$ cat config.mk
export PLATFORM = sky130hd
export DESIGN_NAME = memory_access_flat
export DESIGN_NICKNAME = d
export VERILOG_FILES = /design/src/rtl/memory_access_if.sv /design/src/rtl/memory_access.sv /design/src/flat_wrapper.sv
export SDC_FILE = /design/constraint.sdc
export NUM_CORES = 1
export LEC_CHECK = 0
export CELL_PAD_IN_SITES_DETAIL_PLACEMENT = 0
export CELL_PAD_IN_SITES_GLOBAL_PLACEMENT = 2
export CORE_UTILIZATION = 17
export CTS_BUF_LIST = sky130_fd_sc_hd__clkbuf_4
export CTS_CLUSTER_DIAMETER = 80
export DETAILED_ROUTE_END_ITERATION = 16
export PLACE_DENSITY_LB_ADDON = 0.1
export SETUP_SLACK_MARGIN = 0.2
export SLEW_MARGIN = 20
export SYNTH_ARGS = -nofsm -noshare
export SYNTH_HDL_FRONTEND = slang
export SYNTH_SLANG_ARGS = --single-unit
$ cat constraint.sdc
create_clock -name clk -period 2.25 [get_ports clk]
set_clock_uncertainty 0.2 [all_clocks]
set_input_delay 0.45 -clock clk [delete_from_list [all_inputs] [get_ports clk]]
set_output_delay 0.45 -clock clk [all_outputs]
set_load 0.03 [all_outputs]
$ cat src/rtl/memory_access_if.sv
// Data-memory request/response bus between the MEM stage and data memory.
// Ports: master drives req_valid/we/addr/wdata; slave drives req_ready/resp_*.
interface memory_access_if;
    logic        req_valid;
    logic        req_ready;
    logic        req_we;
    logic [31:0] req_addr;
    logic [31:0] req_wdata;
    logic        resp_valid;
    logic [31:0] resp_rdata;

    modport master (
        output req_valid,
        output req_we,
        output req_addr,
        output req_wdata,
        input  req_ready,
        input  resp_valid,
        input  resp_rdata
    );

    modport slave (
        input  req_valid,
        input  req_we,
        input  req_addr,
        input  req_wdata,
        output req_ready,
        output resp_valid,
        output resp_rdata
    );
endinterface

$ cat src/rtl/memory_access.sv
// MEM stage: word loads/stores over a valid/ready bus, MEM/WB register,
// write-back mux and stall/fault generation for the hazard unit.
// Ports: clk, reset (sync, active-high); EX_MEM_* pipeline inputs;
//   dmem (master side of the memory bus); mem_stall, mem_fault;
//   MEM_WB_* pipeline outputs; wb_data (combinational write-back value).
module memory_access #(
    parameter int TIMEOUT_CYCLES = 16
) (
    input  logic                   clk,
    input  logic                   reset,
    input  logic [31:0]            EX_MEM_alu_out,
    input  logic [31:0]            EX_MEM_dataB,
    input  logic [4:0]             EX_MEM_rd,
    input  logic                   EX_MEM_mem_to_reg,
    input  logic                   EX_MEM_reg_write,
    input  logic                   EX_MEM_mem_read,
    input  logic                   EX_MEM_mem_write,
    memory_access_if.master        dmem,
    output logic                   mem_stall,
    output logic                   mem_fault,
    output logic [31:0]            MEM_WB_alu_out,
    output logic [31:0]            MEM_WB_read_data,
    output logic [4:0]             MEM_WB_rd,
    output logic                   MEM_WB_mem_to_reg,
    output logic                   MEM_WB_reg_write,
    output logic [31:0]            wb_data
);

    localparam int CW = (TIMEOUT_CYCLES > 0) ? $clog2(TIMEOUT_CYCLES + 1) : 1;
    localparam logic [CW-1:0] LAST =
        CW'((TIMEOUT_CYCLES > 0) ? TIMEOUT_CYCLES - 1 : 0);

    typedef enum logic [1:0] {
        IDLE,
        REQ,
        WAIT
    } state_t;

    state_t        state;
    state_t        state_next;
    logic [CW-1:0] cnt;

    logic access;
    logic is_write;
    logic misaligned;
    logic tmo_hit;
    logic req_valid;
    logic stall;
    logic abort;
    logic rd_done;
    logic fault_now;

    // A store with mem_read also set is still a store.
    assign access     = EX_MEM_mem_read | EX_MEM_mem_write;
    assign is_write   = EX_MEM_mem_write;
    assign misaligned = access & (EX_MEM_alu_out[1:0] != 2'b00);

    // Fires in the last allowed cycle, so an access spends exactly
    // TIMEOUT_CYCLES cycles in REQ/WAIT before the abort edge.
    assign tmo_hit = (TIMEOUT_CYCLES != 0) && (cnt == LAST);

    always_comb begin
        state_next = state;
        req_valid  = 1'b0;
        stall      = 1'b0;
        abort      = 1'b0;
        rd_done    = 1'b0;
        unique case (state)
            IDLE: begin
                if (access && !misaligned) begin
                    req_valid = 1'b1;
                    if (dmem.req_ready && is_write) begin
                        state_next = IDLE;
                    end else if (dmem.req_ready) begin
                        state_next = WAIT;
                        stall      = 1'b1;
                    end else begin
                        state_next = REQ;
                        stall      = 1'b1;
                    end
                end
            end
            REQ: begin
                req_valid = 1'b1;
                if (dmem.req_ready && is_write) begin
                    state_next = IDLE;
                end else if (tmo_hit) begin
                    // Abort wins over a read accepted in the same cycle;
                    // its late response is then dropped in IDLE.
                    state_next = IDLE;
                    abort      = 1'b1;
                end else if (dmem.req_ready) begin
                    state_next = WAIT;
                    stall      = 1'b1;
                end else begin
                    stall = 1'b1;
                end
            end
            WAIT: begin
                if (dmem.resp_valid) begin
                    state_next = IDLE;
                    rd_done    = 1'b1;
                end else if (tmo_hit) begin
                    state_next = IDLE;
                    abort      = 1'b1;
                end else begin
                    stall = 1'b1;
                end
            end
            default: begin
                state_next = IDLE;
            end
        endcase
    end

    assign fault_now = ((state == IDLE) && misaligned) | abort;

    always_ff @(posedge clk) begin
        if (reset) begin
            state <= IDLE;
        end else begin
            state <= state_next;
        end
    end

    always_ff @(posedge clk) begin
        if (reset) begin
            cnt <= '0;
        end else if (state_next != state && state_next != IDLE) begin
            cnt <= '0;
        end else if (state != IDLE) begin
            cnt <= cnt + 1'b1;
        end
    end

    always_ff @(posedge clk) begin
        if (reset) begin
            MEM_WB_alu_out    <= '0;
            MEM_WB_read_data  <= '0;
            MEM_WB_rd         <= '0;
            MEM_WB_mem_to_reg <= 1'b0;
            MEM_WB_reg_write  <= 1'b0;
            mem_fault         <= 1'b0;
        end else begin
            mem_fault <= fault_now;
            if (stall) begin
                MEM_WB_reg_write <= 1'b0;
            end else begin
                MEM_WB_alu_out    <= EX_MEM_alu_out;
                MEM_WB_rd         <= EX_MEM_rd;
                MEM_WB_mem_to_reg <= EX_MEM_mem_to_reg;
                MEM_WB_reg_write  <= EX_MEM_reg_write & ~fault_now;
            end
            if (rd_done) begin
                MEM_WB_read_data <= dmem.resp_rdata;
            end
        end
    end

    assign dmem.req_valid = req_valid;
    assign dmem.req_we    = is_write;
    assign dmem.req_addr  = {EX_MEM_alu_out[31:2], 2'b00};
    assign dmem.req_wdata = EX_MEM_dataB;

    assign mem_stall = stall;
    assign wb_data   = MEM_WB_mem_to_reg ? MEM_WB_read_data : MEM_WB_alu_out;

endmodule
$ cat src/flat_wrapper.sv
// flat-port wrapper written by rule: the top's interface ports become plain ports
module memory_access_flat 
#(
    parameter int TIMEOUT_CYCLES = 16
)
  (clk, reset, EX_MEM_alu_out, EX_MEM_dataB, EX_MEM_rd, EX_MEM_mem_to_reg, EX_MEM_reg_write, EX_MEM_mem_read, EX_MEM_mem_write, mem_stall, mem_fault, MEM_WB_alu_out, MEM_WB_read_data, MEM_WB_rd, MEM_WB_mem_to_reg, MEM_WB_reg_write, wb_data, dmem_req_valid, dmem_req_we, dmem_req_addr, dmem_req_wdata, dmem_req_ready, dmem_resp_valid, dmem_resp_rdata);
  memory_access_if dmem_i ();
  input  logic clk;
  input  logic reset;
  input  logic [31:0] EX_MEM_alu_out;
  input  logic [31:0] EX_MEM_dataB;
  input  logic [4:0] EX_MEM_rd;
  input  logic EX_MEM_mem_to_reg;
  input  logic EX_MEM_reg_write;
  input  logic EX_MEM_mem_read;
  input  logic EX_MEM_mem_write;
  output logic mem_stall;
  output logic mem_fault;
  output logic [31:0] MEM_WB_alu_out;
  output logic [31:0] MEM_WB_read_data;
  output logic [4:0] MEM_WB_rd;
  output logic MEM_WB_mem_to_reg;
  output logic MEM_WB_reg_write;
  output logic [31:0] wb_data;
  output wire logic [$bits(dmem_i.req_valid)-1:0] dmem_req_valid;
  output wire logic [$bits(dmem_i.req_we)-1:0] dmem_req_we;
  output wire logic [$bits(dmem_i.req_addr)-1:0] dmem_req_addr;
  output wire logic [$bits(dmem_i.req_wdata)-1:0] dmem_req_wdata;
  input wire logic [$bits(dmem_i.req_ready)-1:0] dmem_req_ready;
  input wire logic [$bits(dmem_i.resp_valid)-1:0] dmem_resp_valid;
  input wire logic [$bits(dmem_i.resp_rdata)-1:0] dmem_resp_rdata;
  assign dmem_req_valid = dmem_i.req_valid;
  assign dmem_req_we = dmem_i.req_we;
  assign dmem_req_addr = dmem_i.req_addr;
  assign dmem_req_wdata = dmem_i.req_wdata;
  assign dmem_i.req_ready = dmem_req_ready;
  assign dmem_i.resp_valid = dmem_resp_valid;
  assign dmem_i.resp_rdata = dmem_resp_rdata;
  memory_access #(.TIMEOUT_CYCLES(TIMEOUT_CYCLES)) u_core (.clk(clk), .reset(reset), .EX_MEM_alu_out(EX_MEM_alu_out), .EX_MEM_dataB(EX_MEM_dataB), .EX_MEM_rd(EX_MEM_rd), .EX_MEM_mem_to_reg(EX_MEM_mem_to_reg), .EX_MEM_reg_write(EX_MEM_reg_write), .EX_MEM_mem_read(EX_MEM_mem_read), .EX_MEM_mem_write(EX_MEM_mem_write), .dmem(dmem_i), .mem_stall(mem_stall), .mem_fault(mem_fault), .MEM_WB_alu_out(MEM_WB_alu_out), .MEM_WB_read_data(MEM_WB_read_data), .MEM_WB_rd(MEM_WB_rd), .MEM_WB_mem_to_reg(MEM_WB_mem_to_reg), .MEM_WB_reg_write(MEM_WB_reg_write), .wb_data(wb_data));
endmodule
==> run metrics <==
Seq cells post-synth 79; die width 154.5 um; Max Slew Vio Count 0; ys async rst share 0; Setup crit end kind primary output; Placed Area 6065 um^2; Power Internal 2.647 mW; nets 734; Max Cap Viol 0; Gate Count Post-Synth 436; RSZ-0062 raised after global routing yes; core area 22710 um^2; TritonRoute pass-1 iters 4; top cell type's share of synthesized area 0.4003; Fin Hold WS 0.2771 ns; Sw Share 0.3117; CTS Buffer Depth 2; Critical-path top delay cell dfxtp_2; Synth warnings 0; worst skew pair latency 0.44 ns; H-tree levels 3; Pleak 2.968 nW; sequential-to-total area share from yosys stat 0.4003; CTS Hold Bufs 0; failing checks negative setup slack; capture point of the worst path mem_stall; final RePlAce weighted congestion 0.7101; Final Critical Period 2.680 ns; final count of negative-setup-slack endpoints 52; first-pass GRT wire length 21.94 mm; Psw 1.199 mW; Largest regs u_core.MEM_WB_alu_out x32, u_core.MEM_WB_read_data x32; post-route ant nets 0; initial antenna violation count 2; share of post-route cells with drive strength above 1 0.3066; post-synthesis average cell area 9.063 um^2; hold path startpoint reset; setup TNS -3.854 ns; maximum VDD drop 0.2760 mV; Primary FF master, synth dfxtp_1; I/O pins 280; TritonCTS buffer count 9; largest net degree at the start of global routing 48; post-route clock period utilization 1.191; Synth area leaders dfxtp_1 (40%), buf_4 (12%), mux2i_1 (9.4%); DR iter-0 viols 90; cell taking the most area after synthesis dfxtp_1; Yosys cell types 43; final hold violation count 0; arrival time of the worst setup path 2.03 ns; via-per-instance ratio 3.923; DRT Wirelength 14.55 mm; reg2reg setup slack -0.14 ns; Post-Syn Area 3951 um^2; fillers 2383; die area 23860 um^2; Post-route DRC 0; FP Rows 55; gr ovfl total 0; status finished, violations left; CTS sink count 79; RR Startpoint u_core.cnt[1]; Area growth, synth to finish 71.47%; global-route usage over all layers 0.1217; Die H 154.5 um; crit path cell chain ha_4, and3_4, ha_4, and2b_2, a22oi_4, a21oi_4, buf_12, buf_6; CP startpoint kind register; Clock power frac 0.296; combinational share of power 0.311; final instance area 6775 um^2; Max Fanout on Critical Path 2; share of power burned in registers 0.393; pre-CTS WS -0.3268 ns; CP Class register to primary output; FF-to-FF End u_core.MEM_WB_alu_out[18]; Worst path max stage delay 0.38 ns; vias in the first global route 3646; WL per Instance 16.01 um; Worst-path clk slew 0.13 ns; reg2reg path depth 12; Buffers on Ports 213; pwr dens 567.7 nW/um^2; via count 3566; worst path required time 1.60 ns; setup ws final -0.4295 ns; Total Power 3.846 mW; Crit. Startpoint u_core.cnt[1]; Hold Path Class input port to register; Post-synth EDFFs 0; CP dominant cell by count ha_4; Initial Utilization 0.1740; DP Wirelength 10.12 mm; FMAX 373.2 MHz; TritonCTS clock tree done; CTS Root Buffer Type clkbuf_4
-- cell usage in the layout, fill, tap and decap left out, drive strengths merged, types with 4 or more instances in the layout --
cell type,instances
a21oi,39
buf,112
clkbuf,11
clkdlybuf4s50,72
dfxtp,79
dlygate4sd2,73
ha,7
inv,4
mux2,32
mux2i,37
nand2,69
nor2,41
nor3,5
-- how the worst min path moves through the flow --
stage | end | slack (ns) | cells after the start
4_1_cts | u_core.MEM_WB_alu_out[14] | 0.23 | 3
6_report | u_core.MEM_WB_alu_out[20] | 0.28 | 3
2_1_floorplan | u_core.cnt[4] | 0.29 | 2
3_3_place_gp | u_core.MEM_WB_read_data[14] | 0.26 | 2
3_5_place_dp | u_core.MEM_WB_read_data[28] | 0.27 | 2
5_1_grt | u_core.MEM_WB_alu_out[14] | 0.24 | 3
-- per-stage QoR --
stage	util	std cells
after floorplan	-	437
after detailed placement	0.2671	873
after global placement	0.2671	873
after CTS	0.2924	903
after global routing	0.2983	909
final	0.2983	909
-- timing repair --
item,CTS,global route
cloned,5,0
pin swaps,6,7
setup buffers,9,5
resized for setup,351,27
endpoints found under the setup margin,148,81
-- worst max-delay path: cells and delay by family (launching register included) --
family,cells,cell delay [ns]
flip-flops,1,0.38
AO/OA/AOI/OAI,2,0.25
adder cells (fa/ha/maj),2,0.27
AND/OR/NAND/NOR,2,0.42
buffers and inverters,2,0.27
-- power groups by stage --
stage | logic [mW] | clock network, mW | registers [mW]
2_1_floorplan | 0.583 | 0 | 1.65
3_3_place_gp | 1.06 | 0 | 1.55
3_5_place_dp | 1.06 | 0 | 1.54
4_1_cts | 1.18 | 1.23 | 1.51
5_1_grt | 1.26 | 1.26 | 1.52
6_report | 1.20 | 1.14 | 1.51
-- Yosys cell counts (2+ instances only) --
master	n
ha_1	7
nand2_1	69
a21oi_1	37
nor2_1	40
nor2b_1	3
mux2i_1	37
and2b_1	2
mux2_2	32
buf_1	2
a31oi_1	3
nor3_1	5
xor2_1	2
a21oi_2	2
buf_6	4
buf_2	2
o21ai_0	2
dfxtp_1	79
buf_4	65
inv_1	4
clkbuf_1	16
-- cell families (layout without fill, tap and decap cells) --
kind of cell               count (synthesis)  after routing  synth area share
and+or+nand+nor                          129            129            0.1415
buffers and inverters                     93            279            0.1583
DFF                                       79             79            0.4003
muxes                                     69             69            0.1849
AOI/OAI and AO/OA                         55             55           0.08519
adders and majority gates                  7              7           0.02216
xor gates and xnor gates                   3              3          0.006651
other                                      1              3         0.0009491
-- layout make-up --
cell class                 instances  area [um^2]  area share
antenna                            1        2.502   0.0003693
clock buffer                      11        82.58     0.01219
clock inverter                     5        106.4     0.01570
sequential                        79         1592      0.2349
timing repair buffer             259         2628      0.3878
tap                              285        356.6     0.05263
inverter                           4        20.02    0.002955
multi-input combinational        265         1988      0.2934
-- layer usage --
layer | GRT usage | share of wire | vias to the layer above
li1 | - | - | 1764
met3 | 0.04259 | 0.077 | 28
met2 | 0.2012 | 0.47 | 147
met5 | 0 | 0.00089 | -
met4 | 0.04196 | 0.012 | 2
met1 | 0.1457 | 0.44 | 1625
Power figures use the tool's default switching activity.
